### src/rtl/vga_draw_arbiter.sv
// Round-robin arbiter sharing the VGA pixel-write port between draw engines.
// Grants whole bursts, clips off-screen pixels, watchdogs bursts, flags frame done.
module vga_draw_arbiter #(
  parameter int NUM_REQ         = 3,
  parameter int X_SCREEN_PIXELS = 320,
  parameter int Y_SCREEN_PIXELS = 240,
  parameter int MAX_BURST       = 4096,
  localparam int XW = $clog2(X_SCREEN_PIXELS) + 1,
  localparam int YW = $clog2(Y_SCREEN_PIXELS) + 1
) (
  input  logic                  iClock,
  input  logic                  iReset,
  input  logic                  iFrameTick,
  input  logic [NUM_REQ-1:0]    iReq,
  input  logic [NUM_REQ-1:0]    iValid,
  input  logic [NUM_REQ-1:0]    iLast,
  input  logic [NUM_REQ*XW-1:0] iX,
  input  logic [NUM_REQ*YW-1:0] iY,
  input  logic [NUM_REQ*3-1:0]  iColour,
  output logic [NUM_REQ-1:0]    oGrant,
  output logic [XW-1:0]         oX,
  output logic [YW-1:0]         oY,
  output logic [2:0]            oColour,
  output logic                  oPlot,
  output logic                  oFrameDone,
  output logic                  oTimeout
);

  localparam int PW = $clog2(NUM_REQ);
  localparam int CW = $clog2(MAX_BURST) + 1;
  localparam logic [XW-1:0] XLIM = XW'(X_SCREEN_PIXELS);
  localparam logic [YW-1:0] YLIM = YW'(Y_SCREEN_PIXELS);

  typedef enum logic [1:0] {IDLE, BURST, GAP} state_t;

  state_t state, state_n;
  logic [PW-1:0] ptr, ptr_n, gidx, gidx_n, sel, cand;
  logic [CW-1:0] cnt, cnt_n;
  logic dirty, dirty_n, found, end_burst;
  logic [NUM_REQ-1:0] grant_n;
  logic [XW-1:0] x_n, gx;
  logic [YW-1:0] y_n, gy;
  logic [2:0] col_n, gc;
  logic plot_n, done_n, tout_n;

  // A frame tick only re-arms frame tracking; nothing is cleared by it.
  logic unused_tick;
  assign unused_tick = iFrameTick;

  assign gx = iX[int'(gidx)*XW +: XW];
  assign gy = iY[int'(gidx)*YW +: YW];
  assign gc = iColour[int'(gidx)*3 +: 3];

  always_comb begin
    found = 1'b0;
    sel   = '0;
    cand  = '0;
    for (int i = 0; i < NUM_REQ; i++) begin
      cand = PW'((int'(ptr) + i) % NUM_REQ);
      if (!found && iReq[cand]) begin
        found = 1'b1;
        sel   = cand;
      end
    end
  end

  always_comb begin
    state_n   = state;
    ptr_n     = ptr;
    gidx_n    = gidx;
    cnt_n     = cnt;
    dirty_n   = dirty;
    grant_n   = oGrant;
    x_n       = oX;
    y_n       = oY;
    col_n     = oColour;
    plot_n    = 1'b0;
    done_n    = 1'b0;
    tout_n    = 1'b0;
    end_burst = 1'b0;
    unique case (state)
      IDLE: begin
        if (found) begin
          grant_n = NUM_REQ'(1) << sel;
          gidx_n  = sel;
          cnt_n   = '0;
          dirty_n = 1'b1;
          state_n = BURST;
        end else if (dirty) begin
          done_n  = 1'b1;
          dirty_n = 1'b0;
        end
      end
      BURST: begin
        x_n   = gx;
        y_n   = gy;
        col_n = gc;
        if (!iReq[gidx]) begin
          end_burst = 1'b1;
        end else if (iValid[gidx]) begin
          cnt_n  = cnt + 1'b1;
          plot_n = (gx < XLIM) && (gy < YLIM);
          if (iLast[gidx]) begin
            end_burst = 1'b1;
          end else if (cnt == CW'(MAX_BURST - 1)) begin
            end_burst = 1'b1;
            tout_n    = 1'b1;
          end
        end
        if (end_burst) begin
          grant_n = '0;
          ptr_n   = (gidx == PW'(NUM_REQ - 1)) ? '0 : gidx + 1'b1;
          state_n = GAP;
        end
      end
      GAP:     state_n = IDLE;
      default: state_n = IDLE;
    endcase
  end

  always_ff @(posedge iClock or posedge iReset) begin
    if (iReset) begin
      state      <= IDLE;
      ptr        <= '0;
      gidx       <= '0;
      cnt        <= '0;
      dirty      <= 1'b0;
      oGrant     <= '0;
      oX         <= '0;
      oY         <= '0;
      oColour    <= '0;
      oPlot      <= 1'b0;
      oFrameDone <= 1'b0;
      oTimeout   <= 1'b0;
    end else begin
      state      <= state_n;
      ptr        <= ptr_n;
      gidx       <= gidx_n;
      cnt        <= cnt_n;
      dirty      <= dirty_n;
      oGrant     <= grant_n;
      oX         <= x_n;
      oY         <= y_n;
      oColour    <= col_n;
      oPlot      <= plot_n;
      oFrameDone <= done_n;
      oTimeout   <= tout_n;
    end
  end

endmodule

### config.mk
export PLATFORM = sky130hd
export DESIGN_NAME = vga_draw_arbiter
export DESIGN_NICKNAME = d
export VERILOG_FILES = /design/src/rtl/vga_draw_arbiter.sv
export SDC_FILE = /design/constraint.sdc
export NUM_CORES = 1
export LEC_CHECK = 0
export ABC_CLOCK_PERIOD_IN_PS = 2800
export CORE_ASPECT_RATIO = 1.5
export CORE_MARGIN = 5
export CORE_UTILIZATION = 44
export DETAILED_ROUTE_END_ITERATION = 8
export MAX_ROUTING_LAYER = met4
export PLACE_DENSITY = 0.8
export SLEW_MARGIN = 10
export SYNTH_ARGS = -nofsm -noshare
export SYNTH_HDL_FRONTEND = slang
export SYNTH_SLANG_ARGS = --single-unit
### constraint.sdc
create_clock -name iClock -period 2.8 [get_ports iClock]
set_clock_uncertainty 0.2 [all_clocks]
set_input_delay 0.56 -clock iClock [delete_from_list [all_inputs] [get_ports iClock]]
set_output_delay 0.56 -clock iClock [all_outputs]
set_load 0.02 [all_outputs]
==> out/metrics.csv <==
metric,value,unit
switching part of the total,43.4,%
vias in the first global route,2631,
top_reg_cell synth,dfrtp_1,
Post-synth EDFFs,0,
syn_nets,393,
power share of the combinational group,59.5,%
Setup crit start,iReq[0],
end point of the critical path,cnt[6]$_DFFE_PP0P_,
Starting DRT DRC Count,149,
Synth Cell Area,2770,um^2
Synth top area share,43.4,%
Seq cells post-synth,48,
Synth Instances,310,
Placer Congestion,0.843,
highest clock rate,0.406,GHz
gr ovfl total,0,
peak supply drop,0.678,mV
Final min period,2.47,ns
worst r2r src,ptr[1]$_DFFE_PP0P_,
Area Overhead vs Synth,45.5,%
nets,497,
Finish-stage setup viols,0,
Die Area,8010,um^2
die height,107,um
Synth Area per Inst,8.92,um^2
worst setup margin,0.334,ns
sequential area share after synthesis,43.4,%
Sink Count,48,
RSZ-0062 raised after global routing,false,
largest net degree at the start of global routing,41,
Final Cycle Share,88.1,%
Synth area leaders,"dfrtp_1, mux2i_1, o21ai_0, a21oi_1, nand2_1",
H-tree depth,2,
share of layout cells above drive strength 1,6.27,%
post-place setup slack,0.0310,ns
Yosys warning count,0,
DR pass1 iterations,4,
IO Count,106,
Internal,0.00203,W
Final TNS setup,0,ns
slowest CP cell,clkdlybuf4s50_1,
post-synth top area cell,dfrtp_1,
cells on worst reg2reg path,7,
worst reg2reg endpoint,oGrant[2]$_DFFE_PP0P_,
Root Buffer,clkbuf_8,
pwr/cell area,890,nW/um^2
Clock Power Share,11.3,%
outcome,"complete, no violations",
crit path max fanout,7,
CTS buffer count,5,
"count leader, synth",dfrtp_1,
Max Slew Vio Count,0,
CP Launch Type,primary input,
initial core utilization,45.1,%
Worst-Margin Slew,0.549,ns
PortBufs,104,
Post-synth ARST share,100,%
Fin. Hold Viols,0,
Slew headroom,63.3,%
"Clk Latency, worst-skew pair",0.30,ns
Final HPWL DP,6110,um
Vias/cell,5.49,
Worst path max stage delay,0.58,ns
R2R Setup Slk,0.38,ns
largest buffer count on any clock path,2,
Flop pwr share,29.2,%
antenna violations before repair,0,
hold crit path type,reg2reg,
CP arrival,2.50,ns
Max Cap Violations,0,
CP most frequent cell,or3_1,
worst-path cell chain,"clkdlybuf4s50_1, mux2i_1, a2bb2oi_1, or3_1, buf_4, or3_1, a21oi_1",
Pleak,1.67,nW
Net Sw Power,0.00155,W
Post-CTS Setup Bufs,0,
post-synthesis cell type count,44,
Die Wd,74.7,um
DRC,0,
Worst Setup End Kind,register,
detailed-route wire length per cell,16.0,um
"CTS clk-pin slew, worst paths",0.09,ns
final WL,7840,um
vias,2685,
all-layer global routing usage,20.6,%
row cnt,35,
Worst EP required,2.83,ns
total design power,0.00358,W
first-pass GRT wire length,12500,um
CTS tree,yes,
fill count,522,
post-route ant nets,0,
ANT cells,0,
synth cell count leaders,"dfrtp_1, nand2_1, nor2_1",
critical path class,in2reg,
Resized Gates After CTS,0,
Core ar.,6130,um^2
hold buffer count at CTS,0,
how the worst min path moves through the flow:
stage | depth (start not counted) | start | slack (ns) | endpoint
2_1_floorplan | 1 | cnt[12]$_DFFE_PP0P_ | 0.25 | oTimeout$_DFF_PP0_
3_3_place_gp | 2 | oX[5]$_DFFE_PP0P_ | 0.26 | oX[5]$_DFFE_PP0P_
3_5_place_dp | 2 | oY[3]$_DFFE_PP0P_ | 0.27 | oY[3]$_DFFE_PP0P_
4_1_cts | 2 | oY[3]$_DFFE_PP0P_ | 0.29 | oY[3]$_DFFE_PP0P_
5_1_grt | 1 | cnt[12]$_DFFE_PP0P_ | 0.32 | oTimeout$_DFF_PP0_
6_report | 2 | oY[3]$_DFFE_PP0P_ | 0.29 | oY[3]$_DFFE_PP0P_
stage by stage:
step | cells | hold WS, ns | util (%) | instance area, um^2
floorplan | 310 | 0.252 | - | 2770
global placement | 481 | 0.264 | 64.2 | 3940
detailed placement | 481 | 0.271 | 64.2 | 3940
CTS | 489 | 0.290 | 65.7 | 4030
global route | 489 | 0.318 | 65.7 | 4030
finish | 489 | 0.285 | 65.7 | 4030
cell families after synthesis:
family                   Yosys count  synth area share (%)
AO/OA/AOI/OAI                     78                  16.6
XOR/XNOR                           7                  2.22
multiplexers                      31                  11.2
flip-flops                        48                  43.4
AND/OR/NAND/NOR                  114                  20.2
buffers and inverters             27                  4.03
adder cells (fa/ha/maj)            5                  2.26
per-layer routing:
metal	up-vias	GRT usage [%]	routed length (um)
met4	0	8.02	183
met2	98	35.0	4020
li1	1311	-	-
met5	-	-	0
met3	15	3.75	687
met1	1261	23.5	2950
sequential cells by signal, indices dropped and copies added, names as in the netlist:
signal / cells
oColour: 3
oFrameDone: 1
oGrant: 3
oTimeout: 1
gidx: 2
cnt: 13
oX: 10
ptr: 2
oY: 9
dirty: 1
oPlot: 1
state: 2
cell usage in the layout, fill, tap and decap left out, types with 3 or more instances in the layout:
cell / instances
clkbuf_8: 5
mux2i_1: 31
dfrtp_1: 48
clkdlybuf4s50_1: 104
nand4_1: 4
nor4_1: 10
xnor2_1: 7
nor2_1: 33
inv_1: 4
and4_1: 4
buf_4: 14
nand3_1: 7
a21oi_1: 27
nand3b_1: 3
o31ai_1: 3
and2_1: 3
o21ai_0: 30
nand2_1: 35
ha_1: 5
o2bb2ai_1: 3
power by group through the flow:
stage / clock network (W) / registers [W] / logic (W)
CTS: 0.000421 / 0.00105 / 0.00215
floorplan: 0 / 0.00126 / 0.00110
finish: 0.000406 / 0.00105 / 0.00213
global route: 0.000448 / 0.00108 / 0.00235
global placement: 0 / 0.00105 / 0.00209
detailed placement: 0 / 0.00106 / 0.00214
worst max-delay path, delay by kind of cell:
kind	cells	cell delay, ns
AO/OA/AOI/OAI	2	0.34
multiplexers	1	0.15
AND/OR/NAND/NOR	2	0.70
buffers and inverters	2	0.75
layout make-up:
| class | count | area, um^2 | share of cell area [%] |
|---|---|---|---|
| clock buffer | 5 | 68.8 | 1.71 |
| clock inverter | 3 | 18.8 | 0.466 |
| inverter | 5 | 18.8 | 0.466 |
| multi-input combinational | 235 | 1460 | 36.2 |
| sequential | 48 | 1200 | 29.8 |
| tap | 74 | 92.6 | 2.30 |
| timing repair buffer | 119 | 1170 | 29.0 |
Power figures use the tool's default switching activity.
